$ cat src/rtl/consumer_if.sv
// consumer_if: groups the FIFO read-port and downstream requester signals
// of the consumer block.
//
// Signals:
//   rd_req   - downstream read request (level)
//   f_empty  - FIFO empty flag, already in the read clock domain
//   f_data   - FIFO read data, valid the cycle after a sampled pop
//   r_en     - FIFO pop strobe
//   d_out    - last delivered word
//   d_valid  - one-cycle strobe marking a fresh d_out
//   rd_count - delivered-word counter, wraps
//   starve   - requester is waiting on an empty FIFO
//
// Modports:
//   slave  - the consumer block itself
//   master - whatever drives requests and FIFO status (FIFO + requester)
interface consumer_if #(
  parameter int DATA_WIDTH = 32,
  parameter int CNT_WIDTH  = 16
);
  logic                  rd_req;
  logic                  f_empty;
  logic [DATA_WIDTH-1:0] f_data;
  logic                  r_en;
  logic [DATA_WIDTH-1:0] d_out;
  logic                  d_valid;
  logic [CNT_WIDTH-1:0]  rd_count;
  logic                  starve;

  modport slave (
    input  rd_req, f_empty, f_data,
    output r_en, d_out, d_valid, rd_count, starve
  );

  modport master (
    output rd_req, f_empty, f_data,
    input  r_en, d_out, d_valid, rd_count, starve
  );
endinterface

$ cat src/rtl/consumer.sv
// consumer: read-side drain engine for the shared data FIFO.
//
// Waits in IDLE for a downstream request while the FIFO is non-empty,
// issues a single-cycle pop (POP), captures the word the FIFO returns one
// cycle later (CAPTURE), then presents it on d_out with a one-cycle d_valid
// strobe and bumps the wrapping delivered-word counter. Best case is one
// word every three cycles.
//
// Ports:
//   r_clk - read-domain clock, rising edge
//   rrst  - synchronous active-high reset
//   bus   - consumer_if.slave: rd_req, f_empty, f_data in;
//           r_en, d_out, d_valid, rd_count, starve out (all registered)
module consumer #(
  parameter int DATA_WIDTH = 32,
  parameter int CNT_WIDTH  = 16
) (
  input  logic       r_clk,
  input  logic       rrst,
  consumer_if.slave  bus
);

  localparam logic [1:0] IDLE    = 2'd0;
  localparam logic [1:0] POP     = 2'd1;
  localparam logic [1:0] CAPTURE = 2'd2;

  localparam logic [CNT_WIDTH-1:0] CNT_ONE = {{(CNT_WIDTH-1){1'b0}}, 1'b1};

  logic [1:0]            state_reg;
  logic                  r_en_reg;
  logic [DATA_WIDTH-1:0] d_out_reg;
  logic                  d_valid_reg;
  logic [CNT_WIDTH-1:0]  rd_count_reg;
  logic                  starve_reg;

  // Pop decision: only ever taken with the FIFO reporting non-empty at the
  // deciding edge, so the FIFO can never underflow.
  logic take;
  assign take = bus.rd_req & ~bus.f_empty;

  always_ff @(posedge r_clk) begin
    if (rrst) begin
      state_reg    <= IDLE;
      r_en_reg     <= 1'b0;
      d_out_reg    <= '0;
      d_valid_reg  <= 1'b0;
      rd_count_reg <= '0;
      starve_reg   <= 1'b0;
    end else begin
      // Strobes default low; starve is only re-evaluated in IDLE.
      r_en_reg    <= 1'b0;
      d_valid_reg <= 1'b0;
      starve_reg  <= 1'b0;
      case (state_reg)
        IDLE: begin
          starve_reg <= bus.rd_req & bus.f_empty;
          if (take) begin
            state_reg <= POP;
            // Registered so the pop is high exactly for the POP cycle.
            r_en_reg  <= 1'b1;
          end
        end
        POP: begin
          // Committed: a late drop of rd_req does not cancel the word.
          state_reg <= CAPTURE;
        end
        CAPTURE: begin
          d_out_reg    <= bus.f_data;
          d_valid_reg  <= 1'b1;
          rd_count_reg <= rd_count_reg + CNT_ONE;
          state_reg    <= IDLE;
        end
        default: begin
          state_reg <= IDLE;
        end
      endcase
    end
  end

  assign bus.r_en     = r_en_reg;
  assign bus.d_out    = d_out_reg;
  assign bus.d_valid  = d_valid_reg;
  assign bus.rd_count = rd_count_reg;
  assign bus.starve   = starve_reg;

endmodule

$ cat src/flat_wrapper.sv
// flat-port wrapper written by rule: the top's interface ports become plain ports
module consumer_flat 
#(
  parameter int DATA_WIDTH = 32,
  parameter int CNT_WIDTH  = 16
)
  (r_clk, rrst, bus_rd_req, bus_f_empty, bus_f_data, bus_r_en, bus_d_out, bus_d_valid, bus_rd_count, bus_starve);
  consumer_if #(.DATA_WIDTH(DATA_WIDTH), .CNT_WIDTH(CNT_WIDTH)) bus_i ();
  input  logic r_clk;
  input  logic rrst;
  input wire logic [$bits(bus_i.rd_req)-1:0] bus_rd_req;
  input wire logic [$bits(bus_i.f_empty)-1:0] bus_f_empty;
  input wire logic [$bits(bus_i.f_data)-1:0] bus_f_data;
  output wire logic [$bits(bus_i.r_en)-1:0] bus_r_en;
  output wire logic [$bits(bus_i.d_out)-1:0] bus_d_out;
  output wire logic [$bits(bus_i.d_valid)-1:0] bus_d_valid;
  output wire logic [$bits(bus_i.rd_count)-1:0] bus_rd_count;
  output wire logic [$bits(bus_i.starve)-1:0] bus_starve;
  assign bus_i.rd_req = bus_rd_req;
  assign bus_i.f_empty = bus_f_empty;
  assign bus_i.f_data = bus_f_data;
  assign bus_r_en = bus_i.r_en;
  assign bus_d_out = bus_i.d_out;
  assign bus_d_valid = bus_i.d_valid;
  assign bus_rd_count = bus_i.rd_count;
  assign bus_starve = bus_i.starve;
  consumer #(.DATA_WIDTH(DATA_WIDTH), .CNT_WIDTH(CNT_WIDTH)) u_core (.r_clk(r_clk), .rrst(rrst), .bus(bus_i));
endmodule
$ cat config.mk
export PLATFORM = sky130hd
export DESIGN_NAME = consumer_flat
export DESIGN_NICKNAME = d
export VERILOG_FILES = /design/src/rtl/consumer_if.sv /design/src/rtl/consumer.sv /design/src/flat_wrapper.sv
export SDC_FILE = /design/constraint.sdc
export NUM_CORES = 1
export LEC_CHECK = 0
export CELL_PAD_IN_SITES_DETAIL_PLACEMENT = 0
export CELL_PAD_IN_SITES_GLOBAL_PLACEMENT = 1
export CORE_ASPECT_RATIO = 1.75
export CORE_MARGIN = 8
export CORE_UTILIZATION = 26
export DETAILED_ROUTE_END_ITERATION = 6
export PLACE_DENSITY = 0.75
export SYNTH_ARGS = -nofsm -noshare
export SYNTH_HDL_FRONTEND = slang
export SYNTH_SLANG_ARGS = --single-unit
export TNS_END_PERCENT = 20
$ cat constraint.sdc
create_clock -name r_clk -period 1.5 [get_ports r_clk]
set_input_delay 0.3 -clock r_clk [delete_from_list [all_inputs] [get_ports r_clk]]
set_output_delay 0.3 -clock r_clk [all_outputs]
set_load 0.02 [all_outputs]
Yosys cells after proc, flatten, opt, wreduce, memory -nomap -nowiden
Index checks and enable logic that the tools add are counted.
- register bits after elaboration: 53
- input bits: 36
- logic and storage cells: 20
- add/sub/neg operators: 1
- eq/ne operators: 3
- muxes and demuxes: 4
- bitwise operators: 4
- reduce and logical (&&, ||, !) cells: 2
- operators by type and width (cell ; number):
    $add 16x1->16 const B ; 1
    $pmux 2 s2 ; 1
    $and 1x1->1 ; 2
    $eq 2x1->1 const B ; 1
    $eq 2x2->1 const B ; 1
    $logic_not 2->1 ; 1
    $mux 1 ; 2
    $mux 2 ; 1
    $ne 2x1->1 const B ; 1
    $not 1->1 ; 2
    $reduce_or 2->1 ; 1

Depth between registers and ports, before layout
- depth after elaboration: 4
- depth in mapped cells: 6
- gate-level depth less buffers: 5

Least setup slack after synthesis
No wires, ideal clock.
- kind: reg-to-reg
- start: register u_core.rd_count_reg[4], in the netlist u_core.bus.rd_count[4]
- end: register u_core.rd_count_reg[13], in the netlist u_core.bus.rd_count[13]
- library setup time: 0.070 ns
- arrival: 1.592 ns
- required time: 1.430 ns
- slack: -0.163 ns
- stages on the path, launching flop included: 5
- buffers on the path: 0
- cells stage by stage: dfxtp_1 > nand4_2 > or2_4 > or4_1 > a21oi_1
- longest elaborated chain between the ends: 1
- RTL lines (element ; line ; RTL):
    from (decl) ; consumer.sv:33 ; logic [CNT_WIDTH-1:0] rd_count_reg;
    from (signal assigned) ; consumer.sv:70 ; rd_count_reg <= rd_count_reg + CNT_ONE;
    $add 16x1->16 ; consumer.sv:70 ;
No other way between the ends.
A chain may end at the register's enable or synchronous reset.

Worst setup path after layout
- start: register u_core.rd_count_reg[0], in the netlist u_core.bus.rd_count[0]
- end: register u_core.rd_count_reg[12], in the netlist u_core.bus.rd_count[12]
The elaborated chain is that of the path after synthesis.

==> summary.md <==
| Metric | Value |
|---|---|
| Leading area contributor after synthesis | dfxtp_1 |
| Post-synthesis compound-gate area fraction | 11.20% |
| Setup violators final | 0 |
| Crit start category | flop |
| Combinational power share | 8.3% |
| Syn Nets | 273 |
| CP Class | flop to flop |
| DRT Pass-1 Iters | 4 |
| Worst-margin pin slew | 0.3361 ns |
| Number of DRC markers in iteration 0 | 66 |
| RSZ-0062 raised after global routing | true |
| Synth Area per Inst | 8.334 um2 |
| Register area share after synthesis | 53.94% |
| Reg clk slew, reported paths | 0.07 ns |
| Detailed placement HPWL | 4.386 mm |
| Critical Path RT | 1.68 ns |
| Largest family of logic cells by synthesized area | simple AND/OR/NAND/NOR gates |
| Post-synthesis simple-gate area fraction | 26.46% |
| Register bit total from synthesis | 53 |
| Input/output buffers | 86 |
| Status | finished clean |
| Hold WS | 0.3819 ns |
| Later-pin clock latency in the skew report | 0.29 ns |
| Via density | 4.592 |
| Core area | 7462 um2 |
| Share of cells above drive strength 1 | 12.28% |
| TritonCTS Buffers | 5 |
| Crit path time final | 1.476 ns |
| Clock Tree Root | clkbuf_16 |
| Antenna violations before repair | 0 |
| Routed vias | 1938 |
| Worst endpoint data arrival time | 1.66 ns |
| Adder-cell share of the synthesized area | 0.6361% |
| DRC | 0 |
| First-pass GRT wire length | 9.473 mm |
| Die span in x | 81.75 um |
| Layout area overhead | 60.50% |
| Vias in the first global route | 1922 |
| Antenna-violating nets left | 0 |
| Die area | 10710 um2 |
| Overall power | 2.777 mW |
| Ys Warns | 0 |
| Total negative slack | 0 ns |
| Mux cell area share after synthesis | 0% |
| Die H | 131.1 um |
| Max-capacitance violation count | 0 |
| Crit Path Max Fanout | 4 |
| Num ports | 87 |
| Fin. max-slew vios | 0 |
| Number of clock sinks | 53 |
| Overall routing resource usage | 11.41% |
| Proportion of power drawn by the clock network | 40.0% |
| Leakage | 1.356 nW |
| Critical Path Sink Type | flop |
| Top_reg_cell synth | dfxtp_1 |
| Max FFs per register | 32 |
| Htree depth | 2 |
| Top cells by area, synth | dfxtp_1 54%, nand2_1 14%, a21oi_1 9.4% |
| Post-synth EDFFs | 0 |
| Distinct cell type count of the synthesized netlist | 26 |
| GPL Wtd Cong | 0.7393 |
| Post-CTS setup buffer count | 0 |
| Dpl ws | -0.003086 ns |
| NetSw | 0.6100 mW |
| Worst min path class | primary input to flop |
| Internal Power | 2.167 mW |
| Net Sw Frac | 21.96% |
| Setup ws final | 0.02431 ns |
| Maximum number of pins on one net before global-route repair | 35 |
| Rel. slew slack | 77.60% |
| Util after Layout | 42.30% |
| Routed Wire Length | 5.837 mm |
| Mapped cell area | 1967 um2 |
| Maximum clock frequency | 677.7 MHz |
| Total gr overflow | 0 |
| Xor-xnor portion of the synthesized cell area | 4.453% |
| VDD IR max | 528.1 uV |
| DR WL/cell | 13.83 um |
| Synth async-reset ratio | 0% |
| Flop pwr share | 51.7% |
| P per Cell Area | 879.8 nW/um2 |
| Final hold violations | 0 |
| Most common cell in the netlist | nand2_1 |
| # diodes | 0 |
| Yosys top cell area share | 53.94% |
| Top cells by instance count after synthesis | 72 x nand2_1, 53 x dfxtp_1, 37 x a21oi_1 |
| Worst Skew | 0.004631 ns |
| Final nets | 370 |
| # rows | 42 |
| Final period util | 98.38% |
| Filler cells | 779 |
| Max Root-Sink Buffers | 2 |
| TritonCTS clock tree | yes |
| Post-Syn Instances | 236 |
| Initial Util | 26.36% |
[critical path, cell delays in order, from the launching register on]
cell and delay, ns:
dfxtp_1 0.38, ha_1 0.20, nand4b_1 0.19, nor4_1 0.39
xnor2_1 0.16, nor2_1 0.05
[placed cells by master (no fill, tap or decap), types with 2 or more instances in the layout]
| cell type | synthesis | final |
|---|---|---|
| nor4_1 | 4 | 4 |
| buf_4 | 0 | 16 |
| o31ai_1 | 4 | 4 |
| xnor2_1 | 4 | 4 |
| or4_1 | 4 | 4 |
| nor2_1 | 12 | 12 |
| buf_12 | 0 | 3 |
| a21oi_1 | 37 | 37 |
| inv_1 | 2 | 2 |
| clkbuf_16 | 0 | 5 |
| clkdlybuf4s50_1 | 0 | 34 |
| nand2_1 | 72 | 71 |
| nand4_1 | 3 | 3 |
| nand3_1 | 5 | 5 |
| dfxtp_1 | 53 | 45 |
| dfxtp_2 | 0 | 6 |
| clkinv_2 | 0 | 2 |
| nand2b_1 | 3 | 3 |
| and4b_1 | 2 | 2 |
| dfxtp_4 | 0 | 2 |
| xor2_1 | 6 | 6 |
| dlygate4sd2_1 | 0 | 51 |
[kinds of logic after synthesis]
logic type	count (synthesis)
simple gates	113
xor+xnor	10
buf+inv	17
flops	53
compound gates	42
fa+ha+maj	1
[path summary, 6_finish.rpt]
| check | slack [ns] | to | start | cells past startpoint |
|---|---|---|---|---|
| worst max-delay path | 0.02 | u_core.bus.rd_count[12] | u_core.bus.rd_count[0] | 5 |
| worst min-delay path | 0.38 | u_core.bus.rd_count[0] | rrst | 2 |
| worst max register to register | 0.02 | u_core.bus.rd_count[12] | u_core.bus.rd_count[0] | 5 |
| worst min register to register | 0.45 | u_core.bus.d_out[24] | u_core.bus.d_out[24] | 2 |
[power groups by stage]
stage | registers, mW | logic (mW) | clock network [mW]
CTS | 1.44 | 0.236 | 1.15
global route | 1.44 | 0.252 | 1.19
detailed placement | 1.47 | 0.249 | 0
finish | 1.44 | 0.231 | 1.11
global placement | 1.47 | 0.249 | 0
floorplan | 1.49 | 0.0596 | 0
[per-stage QoR]
step                std cells  cell area, um2
floorplan                 236            1979
global placement          414            3070
detailed placement        414            3070
CTS                       422            3148
global route              422            3157
finish                    422            3157
[layer usage]
layer  track usage, %  routed length, um  vias to the layer above  share of wire, %
met5                0                  0                        -                 0
met4            4.366                 92                        0               1.6
met3            4.508                492                        7               8.4
met2            20.31               3090                       52                53
met1            11.41               2161                      899                37
li1                 -                  -                      980                 -
[layout make-up]
type | count | area [um2] | share of cell area, %
flip-flops and latches | 53 | 1076 | 34.09
clock inverters | 2 | 10.01 | 0.3171
multi-input cells | 166 | 852.1 | 26.99
clock buffers | 6 | 128.9 | 4.082
inverters | 2 | 7.507 | 0.2378
well taps | 88 | 110.1 | 3.488
repair buffers | 105 | 972.2 | 30.80
[repair_timing]
action / 4_1_cts / 5_1_grt
setup endpoints to repair: 53 / 7
hold buffers: 0 / 0
pin swaps: 2 / 1
gates resized for setup: 52 / 3
endpoints found under the hold margin: 0 / 0
(Power assumes the default switching activity.)
